<file path="config.mk">
export PLATFORM = sky130hd
export DESIGN_NAME = a2_bridge_responder
export DESIGN_NICKNAME = d
export VERILOG_FILES = /design/src/rtl/a2_bridge_pkg.sv /design/src/rtl/a2_bridge_sync.sv /design/src/rtl/a2_bridge_responder.sv
export SDC_FILE = /design/constraint.sdc
export NUM_CORES = 1
export LEC_CHECK = 0
export CAP_MARGIN = 20
export CORE_ASPECT_RATIO = 1.75
export CORE_MARGIN = 2
export CORE_UTILIZATION = 50
export DETAILED_ROUTE_END_ITERATION = 7
export DONT_BUFFER_PORTS = 1
export PLACE_DENSITY = 0.7
export SYNTH_ARGS = -nofsm -noshare
export SYNTH_HDL_FRONTEND = slang
export SYNTH_SLANG_ARGS = --single-unit
</file>
<file path="constraint.sdc">
create_clock -name clk_logic -period 3.5 [get_ports clk_logic]
set_clock_uncertainty 0.15 [all_clocks]
set_input_delay 0.525 -clock clk_logic [delete_from_list [all_inputs] [get_ports clk_logic]]
set_output_delay 0.525 -clock clk_logic [all_outputs]
set_load 0.02 [all_outputs]
</file>
<file path="src/rtl/a2_bridge_pkg.sv">
// a2_bridge_pkg: shared select codes, control bit indices and types for the Apple II bridge
package a2_bridge_pkg;
  localparam logic [2:0] SEL_CTRL    = 3'd0;
  localparam logic [2:0] SEL_DATA    = 3'd1;
  localparam logic [2:0] SEL_ADDR_LO = 3'd2;
  localparam logic [2:0] SEL_ADDR_HI = 3'd3;
  localparam logic [2:0] SEL_M2      = 3'd4;
  localparam logic [2:0] SEL_DIP     = 3'd5;
  localparam int CTRL_RW    = 0;
  localparam int CTRL_INH   = 1;
  localparam int CTRL_IRQ   = 2;
  localparam int CTRL_RDY   = 3;
  localparam int CTRL_DMA   = 4;
  localparam int CTRL_NMI   = 5;
  localparam int CTRL_RESET = 6;
  typedef enum logic {SNAP_LIVE, SNAP_HELD} snap_state_t;
  typedef struct packed {
    logic [15:0] addr;
    logic [7:0]  data;
    logic        rw_n;
    logic        m2sel_n;
    logic        m2b0;
    logic [5:0]  ctrl_n;
    logic [3:0]  dip_n;
  } apple_bus_t;
endpackage

</file>
<file path="src/rtl/a2_bridge_sync.sv">
// a2_bridge_sync: multi-stage flop synchronizer for a bundle of asynchronous inputs
module a2_bridge_sync #(
  parameter int WIDTH  = 1,
  parameter int STAGES = 2
) (
  input  logic             clk,
  input  logic             rst,
  input  logic [WIDTH-1:0] i_d,
  output logic [WIDTH-1:0] o_q
);
  logic [WIDTH-1:0] r_stages [STAGES];
  always_ff @(posedge clk) begin
    if (rst) begin
      for (int i = 0; i < STAGES; i++) r_stages[i] <= '0;
    end else begin
      r_stages[0] <= i_d;
      for (int i = 1; i < STAGES; i++) r_stages[i] <= r_stages[i-1];
    end
  end
  assign o_q = r_stages[STAGES-1];
endmodule

</file>
<file path="src/rtl/a2_bridge_responder.sv">
// a2_bridge_responder: Apple II slot-side endpoint answering bridge reads from a coherent snapshot and accepting control/data writes
module a2_bridge_responder
  import a2_bridge_pkg::*;
#(
  parameter int         SYNC_STAGES   = 2,
  parameter logic [7:0] CONTROL_RESET = 8'hFF
) (
  input  logic        clk_logic,
  input  logic        reset,
  input  logic [2:0]  bridge_sel_i,
  input  logic        bridge_rd_n_i,
  input  logic        bridge_wr_n_i,
  input  logic        bridge_bus_a_oe_n_i,
  input  logic        bridge_bus_d_oe_n_i,
  input  logic [7:0]  bridge_d_i,
  output logic [7:0]  bridge_d_o,
  output logic        bridge_d_oe_o,
  input  logic [15:0] apple_addr_i,
  input  logic [7:0]  apple_data_i,
  input  logic        apple_rw_n_i,
  input  logic        apple_m2sel_n_i,
  input  logic        apple_m2b0_i,
  input  logic [5:0]  apple_ctrl_n_i,
  input  logic [3:0]  dip_switches_n_i,
  output logic [7:0]  apple_data_o,
  output logic        apple_data_oe_o,
  output logic        apple_inh_n_o,
  output logic        apple_irq_n_o,
  output logic        snapshot_held_o,
  output logic        protocol_error_o
);
  apple_bus_t  w_sync, r_live, r_snap;
  snap_state_t r_state, w_state_nx;
  logic [7:0]  r_control_out, r_data_out;
  logic        r_perr, w_rd, w_wr, w_write, w_freeze;
  a2_bridge_sync #(.WIDTH($bits(apple_bus_t)), .STAGES(SYNC_STAGES)) u_sync (
    .clk (clk_logic),
    .rst (reset),
    .i_d ({apple_addr_i, apple_data_i, apple_rw_n_i, apple_m2sel_n_i, apple_m2b0_i,
           apple_ctrl_n_i, dip_switches_n_i}),
    .o_q (w_sync)
  );
  assign w_rd     = !bridge_rd_n_i;
  assign w_wr     = !bridge_wr_n_i;
  assign w_write  = w_wr && !w_rd;
  assign w_freeze = w_rd && (bridge_sel_i == SEL_DATA || bridge_sel_i == SEL_ADDR_LO);
  always_comb begin
    w_state_nx = r_state == SNAP_LIVE ? (w_freeze ? SNAP_HELD : SNAP_LIVE)
                                      : (w_rd ? SNAP_HELD : SNAP_LIVE);
  end
  always_ff @(posedge clk_logic) begin
    if (reset) begin
      r_state       <= SNAP_LIVE;
      r_live        <= '0;
      r_snap        <= '0;
      r_control_out <= CONTROL_RESET;
      r_data_out    <= '0;
      r_perr        <= 1'b0;
    end else begin
      r_state <= w_state_nx;
      r_live  <= w_sync;
      if (bridge_bus_a_oe_n_i) r_live.addr <= r_live.addr;
      // the snapshot stops moving at the freezing edge so the whole read burst sees one sample
      if (r_state == SNAP_LIVE && !w_freeze) r_snap <= r_live;
      if (w_write && bridge_sel_i == SEL_CTRL) r_control_out <= bridge_d_i;
      if (w_write && bridge_sel_i == SEL_DATA) r_data_out <= bridge_d_i;
      if (w_rd && w_wr) r_perr <= 1'b1;
    end
  end
  always_comb begin
    bridge_d_o = bridge_sel_i == SEL_CTRL    ? {1'b1, r_snap.ctrl_n, r_snap.rw_n} :
                 bridge_sel_i == SEL_DATA    ? r_snap.data :
                 bridge_sel_i == SEL_ADDR_LO ? r_snap.addr[7:0] :
                 bridge_sel_i == SEL_ADDR_HI ? r_snap.addr[15:8] :
                 bridge_sel_i == SEL_M2      ? {6'b111111, r_snap.m2sel_n, r_snap.m2b0} :
                 bridge_sel_i == SEL_DIP     ? {4'hF, r_snap.dip_n} : 8'hFF;
  end
  assign bridge_d_oe_o    = !reset && w_rd && !w_wr;
  assign apple_inh_n_o    = r_control_out[CTRL_INH];
  assign apple_irq_n_o    = r_control_out[CTRL_IRQ];
  assign apple_data_o     = r_data_out;
  assign apple_data_oe_o  = !bridge_bus_d_oe_n_i;
  assign snapshot_held_o  = r_state == SNAP_HELD;
  assign protocol_error_o = r_perr;
endmodule

</file>
==> impl_metrics.ini, run 1 <==
[outcome]
status = finished clean

[global_route]
grt_pass1_vias = 2747
globalRouteOverflowTotal = 0
antenna_found_initial = 0
grt_max_degree = 162
grt_pass1_wl_um = 12700
met3_usage_pct = 5.45
groute.usage.overall_pct = 14.9
met1_usage_pct = 16.7
gr-usage-met2_pct = 23.8
grt_busiest_layer = met2

[placement]
port_buffers = 0
hpwlAfterDp_um = 5200
gp_congestion = 0.791

[drt]
wl_per_cell_um = 13.4
wl_um = 8010
vias = 2873
firstDrtPassIters = 4
drc = 0
viasPerCell = 4.80
detail-route-antenna-nets = 0
drt_iter0_markers = 158

[die]
core_area_sq_um = 10200
dieHeight_um = 140
die_w_um = 81.5
die_area_sq_um = 11400
initial_utilization_pct = 51.4
boundaryPins = 76
num_rows = 49

[sta]
finalCritPeriodShare_pct = 64.2
worst_slew_pin_slew_ns = 0.688
fin_setup_tns_ns = 0
rsz0062_at_grt = no
min_period_ns = 2.25
maxSlewViolCount = 0
max_freq_ghz = 0.445
max_slew_margin_pct = 53.7
setup_viol = 0
hold_viol = 0

[cells_and_area]
final_util_pct = 57.0
nFillCells = 835
layout_common_cells = 160 x dfxtp_1, 97 x nor2b_1, 68 x nor2_1
mostFrequentLayoutCell = dfxtp_1
nets = 513
n_antenna_cell = 0
drive_gt1_share_pct = 9.53
area_growth_pct = 11.1

[power]
power_leakage_uw = 0.00255
powerDensity_nw_per_um2 = 660
ir_worst_vdd_mv = 0.379
power_uw = 3860

[clock_network]
clk_latency_ns = 0.42
clockBufferDepth = 2
cts_tree = built
h-tree-depth = 4
cts_setup_buffers = 0
clock-sinks = 160
cts_buffers = 17
clock-root-buffer = clkbuf_16
cts_resized = 0
ctsHoldBuffers = 0
clk_pin_slew_worst_paths_ns = 0.07

[yosys]
synth_area_per_cell_sq_um = 11.2
synth_area_sq_um = 5260
ys_warn_count = 0
ys_seq_area_share_pct = 60.9
syn_inst = 469
synth_nets = 523
ys_ff_latch = 160
yosysUniqueCellTypes = 34

[setup_path]
r2r_start = snapshot_held_o
critPathBufInv = 0
cp.arrival_ns = 1.57
crit_path_end = bridge_d_o[5]
crit_type = reg2out
slowest_delay_ns = 0.45
end_kind = output pin
path_max_fanout = 2
crit_cells = 2
cp-start-kind = flop
r2r_setup_slack_ns = 1.83
crit_chain = mux4_2, or2_2
crit_path_start = r_snap[8]
rr_worst_depth = 4
r2r_end = r_snap[33]
critPathSlowestCell = mux4_2
cp_top_family = multiplexers
critical_path_required_ns = 2.82

[min_path]
worst_hold_path_type = in2reg

[run]
drv_cap = 0
metal layers:
layer / routed length [um] / vias up
met2: 3870 / 74
met5: 0 / -
li1: - / 1497
met3: 478 / 15
met1: 3460 / 1287
met4: 199 / 0
synth_stat cells:
master    count  area share, %
nor2_1       68            4.9
buf_1         1          0.071
clkbuf_1     17            1.2
mux2i_1      66             13
mux4_2        3            1.3
a311oi_1      1           0.17
a221oi_1      1           0.17
dfxtp_1     160             61
inv_2         1          0.071
a21oi_2       1           0.17
inv_1         2           0.14
buf_4         1           0.14
nand2_1       8           0.57
mux2_2        1           0.21
xor2_1        1           0.17
or2_2         3           0.36
and3_1        3           0.36
nor3b_1       1           0.14
nor2b_1      97             12
o21ai_0       3           0.29
nand2_2       1           0.12
a31oi_1       2           0.24
buf_6         2           0.43
o31ai_1       1           0.14
nor4_1        2           0.24
buf_12        3            1.1
a21oi_1       5           0.48
buf_2         6           0.57
nor4b_1       1           0.17
a211o_1       2           0.33
nand2b_1      1           0.12
nor3_2        1           0.19
nor3b_2       1           0.24
nor3_1        2           0.19
cell families after synthesis:
kind of cell / Yosys count / synth area share, %
flip-flops: 160 / 60.9
AO/OA/AOI/OAI: 16 / 1.98
AND/OR/NAND/NOR: 189 / 19.1
XOR/XNOR: 1 / 0.167
multiplexers: 70 / 14.1
buffers and inverters: 33 / 3.78
sequential cells by signal, indices dropped and copies added (netlist names):
register / count
apple_data_o: 8
snapshot_held_o: 1
protocol_error_o: 1
r_snap: 37
r_control_out: 2
r_live: 37
u_sync.r_stages: 74
worst min-delay path by stage:
| stage | slack [ns] | cells past startpoint | start | endpoint |
|---|---|---|---|---|
| 3_3_place_gp | 0.27 | 1 | u_sync.r_stages[0][33] | u_sync.r_stages[0][70] |
| 2_1_floorplan | 0.26 | 1 | u_sync.r_stages[0][37] | r_live[0] |
| 4_1_cts | 0.01 | 1 | bridge_rd_n_i | snapshot_held_o |
| 5_1_grt | 0.01 | 1 | bridge_rd_n_i | snapshot_held_o |
| 6_report | 0.03 | 1 | bridge_rd_n_i | snapshot_held_o |
| 3_5_place_dp | 0.27 | 1 | u_sync.r_stages[0][2] | u_sync.r_stages[0][39] |
worst reg2reg max path, delay by kind of cell (launching register included):
| family | cells | cell delay, ns |
|---|---|---|
| buffers and inverters | 1 | 0.51 |
| DFF | 1 | 0.41 |
| AOI/OAI and AO/OA | 1 | 0.14 |
| and+or+nand+nor | 1 | 0.06 |
| muxes | 1 | 0.29 |
per-stage QoR:
step                      area (sq um)  instances  setup slack [ns]  hold slack (ns)
after CTS                         5840        599              1.23           0.0115
final                             5840        599              1.25           0.0268
after floorplan                   5260        469              1.23            0.264
after detailed placement          5240        567              1.46            0.273
after global placement            5240        567              1.47            0.268
after global routing              5840        599              1.16           0.0102
area by class of cell:
class / instances / area, sq um / share of cell area (%)
Tap cell: 127 / 159 / 2.72
Multi-Input combinational cell: 276 / 1860 / 31.9
Sequential cell: 160 / 3200 / 54.8
Timing Repair Buffer: 1 / 7.51 / 0.129
Clock buffer: 17 / 425 / 7.28
Clock inverter: 15 / 171 / 2.93
Inverter: 3 / 11.3 / 0.193
power by group:
| part | total, uW | switching, uW | internal [uW] |
|---|---|---|---|
| Combinational | 127 | 57.6 | 69.7 |
| Sequential | 1910 | 24.0 | 1880 |
| Clock | 1820 | 751 | 1070 |
(Power assumes the default switching activity.)
==> run 2, diff against run 1 <==
Clock period 3.5 ns to 2.26 ns, I/O delays scaled along.
==> impl_metrics.ini, run 2 (synthesis results as in run 1) <==
[outcome]
status = finished clean

[min_path]
hold_path_depth = 3
worst_hold_path_type = in2reg

[die]
die_area_sq_um = 11400
boundaryPins = 76
dieHeight_um = 140
initial_utilization_pct = 51.4
core_area_sq_um = 10200
die_w_um = 81.5
num_rows = 49

[clock_network]
cts_buffers = 17
clock-root-buffer = clkbuf_16
ctsHoldBuffers = 89
cts_tree = built
cts_setup_buffers = 0
clock-sinks = 160
clk_latency_ns = 0.42
h-tree-depth = 4
clockBufferDepth = 2
cts_resized = 0
clk_pin_slew_worst_paths_ns = 0.06

[sta]
finalCritPeriodShare_pct = 90.0
max_freq_ghz = 0.491
worst_slew_pin_slew_ns = 0.842
rsz0062_at_grt = no
fin_setup_tns_ns = 0
maxSlewViolCount = 0
max_slew_margin_pct = 43.7
hold_viol = 0
min_period_ns = 2.04
setup_viol = 0

[drt]
detail-route-antenna-nets = 0
wl_um = 9450
drc = 0
viasPerCell = 4.85
drt_iter0_markers = 193
firstDrtPassIters = 4
wl_per_cell_um = 13.7
vias = 3340

[placement]
hpwlAfterDp_um = 5420
gp_congestion = 0.803
port_buffers = 0

[setup_path]
rr_worst_depth = 5
slowest_delay_ns = 0.46
critPathSlowestCell = mux4_2
path_max_fanout = 2
crit_chain = mux4_2, or2_2
critical_path_required_ns = 1.77
cp-start-kind = flop
crit_type = reg2out
cp.arrival_ns = 1.55
end_kind = output pin

[global_route]
groute.usage.overall_pct = 18.0
met1_usage_pct = 19.1
antenna_found_initial = 0
grt_busiest_layer = met2
grt_pass1_vias = 3332
gr-usage-met2_pct = 31.8
met3_usage_pct = 4.99
grt_max_degree = 93
grt_pass1_wl_um = 15500
globalRouteOverflowTotal = 0

[power]
powerDensity_nw_per_um2 = 888
power_uw = 5990
power_leakage_uw = 0.00308
ir_worst_vdd_mv = 0.552

[cells_and_area]
n_antenna_cell = 0
layout_common_cells = 160 x dfxtp_1, 97 x nor2b_1, 88 x dlygate4sd3_1
largest_register_ffs = 74
multiInputGateArea_sq_um = 1860
regMostFlops = u_sync.r_stages
nFillCells = 803
nets = 603
area_growth_pct = 28.2
top_regs = u_sync.r_stages x74, r_live x37, r_snap x37
area.sequential_sq_um = 3200
drive_gt1_share_pct = 8.36
mostFrequentLayoutCell = dfxtp_1

[run]
drv_cap = 0
[run 2: through the flow]
stage	area, sq um	instances	worst slack (ns)	util [%]	hold WS [ns]
floorplan	5260	469	0.363	-	0.264
detailed placement	5260	568	0.601	51.4	0.270
global route	6740	689	0.183	65.9	0.0253
finish	6740	689	0.225	65.9	0.0302
CTS	6740	689	0.210	65.9	0.0143
global placement	5260	568	0.603	51.4	0.267
[run 2: critical path, delay by kind of cell, from the launching register on]
family / cells / cell delay [ns]
AND/OR/NAND/NOR: 1 / 0.35
multiplexers: 1 / 0.46
flip-flops: 1 / 0.32
[run 2: cell type report]
class                      instances  share of cell area [%]
clock buffer                      17                    6.31
clock inverter                    15                    2.15
inverter                           3                   0.167
multi-input combinational        276                    27.6
sequential                       160                    47.5
tap                              127                    2.36
timing repair buffer              91                    13.9
[run 2: power by group]
part	internal (uW)	switching, uW	leakage, uW	total (uW)
Sequential	2910	38.1	0.00131	2950
Clock	1550	1160	0.000278	2710
Combinational	193	137	0.00149	331
Total	4650	1330	0.00308	5990
[run 2: worst paths after layout]
check	from	endpoint	slack [ns]
setup reg to reg	snapshot_held_o	r_snap[19]	0.28
setup / recovery	r_snap[19]	bridge_d_o[6]	0.22
hold / removal	bridge_sel_i[2]	r_control_out[2]	0.03
hold reg to reg	u_sync.r_stages[0][6]	u_sync.r_stages[0][43]	0.29
[run 2: layer usage]
metal / wire length [um] / part of all wire, % / up-vias
met5: 0 / 0 / -
met1: 3750 / 40 / 1566
met2: 5040 / 53 / 76
li1: - / - / 1683
met4: 176 / 1.9 / 0
met3: 486 / 5.1 / 15
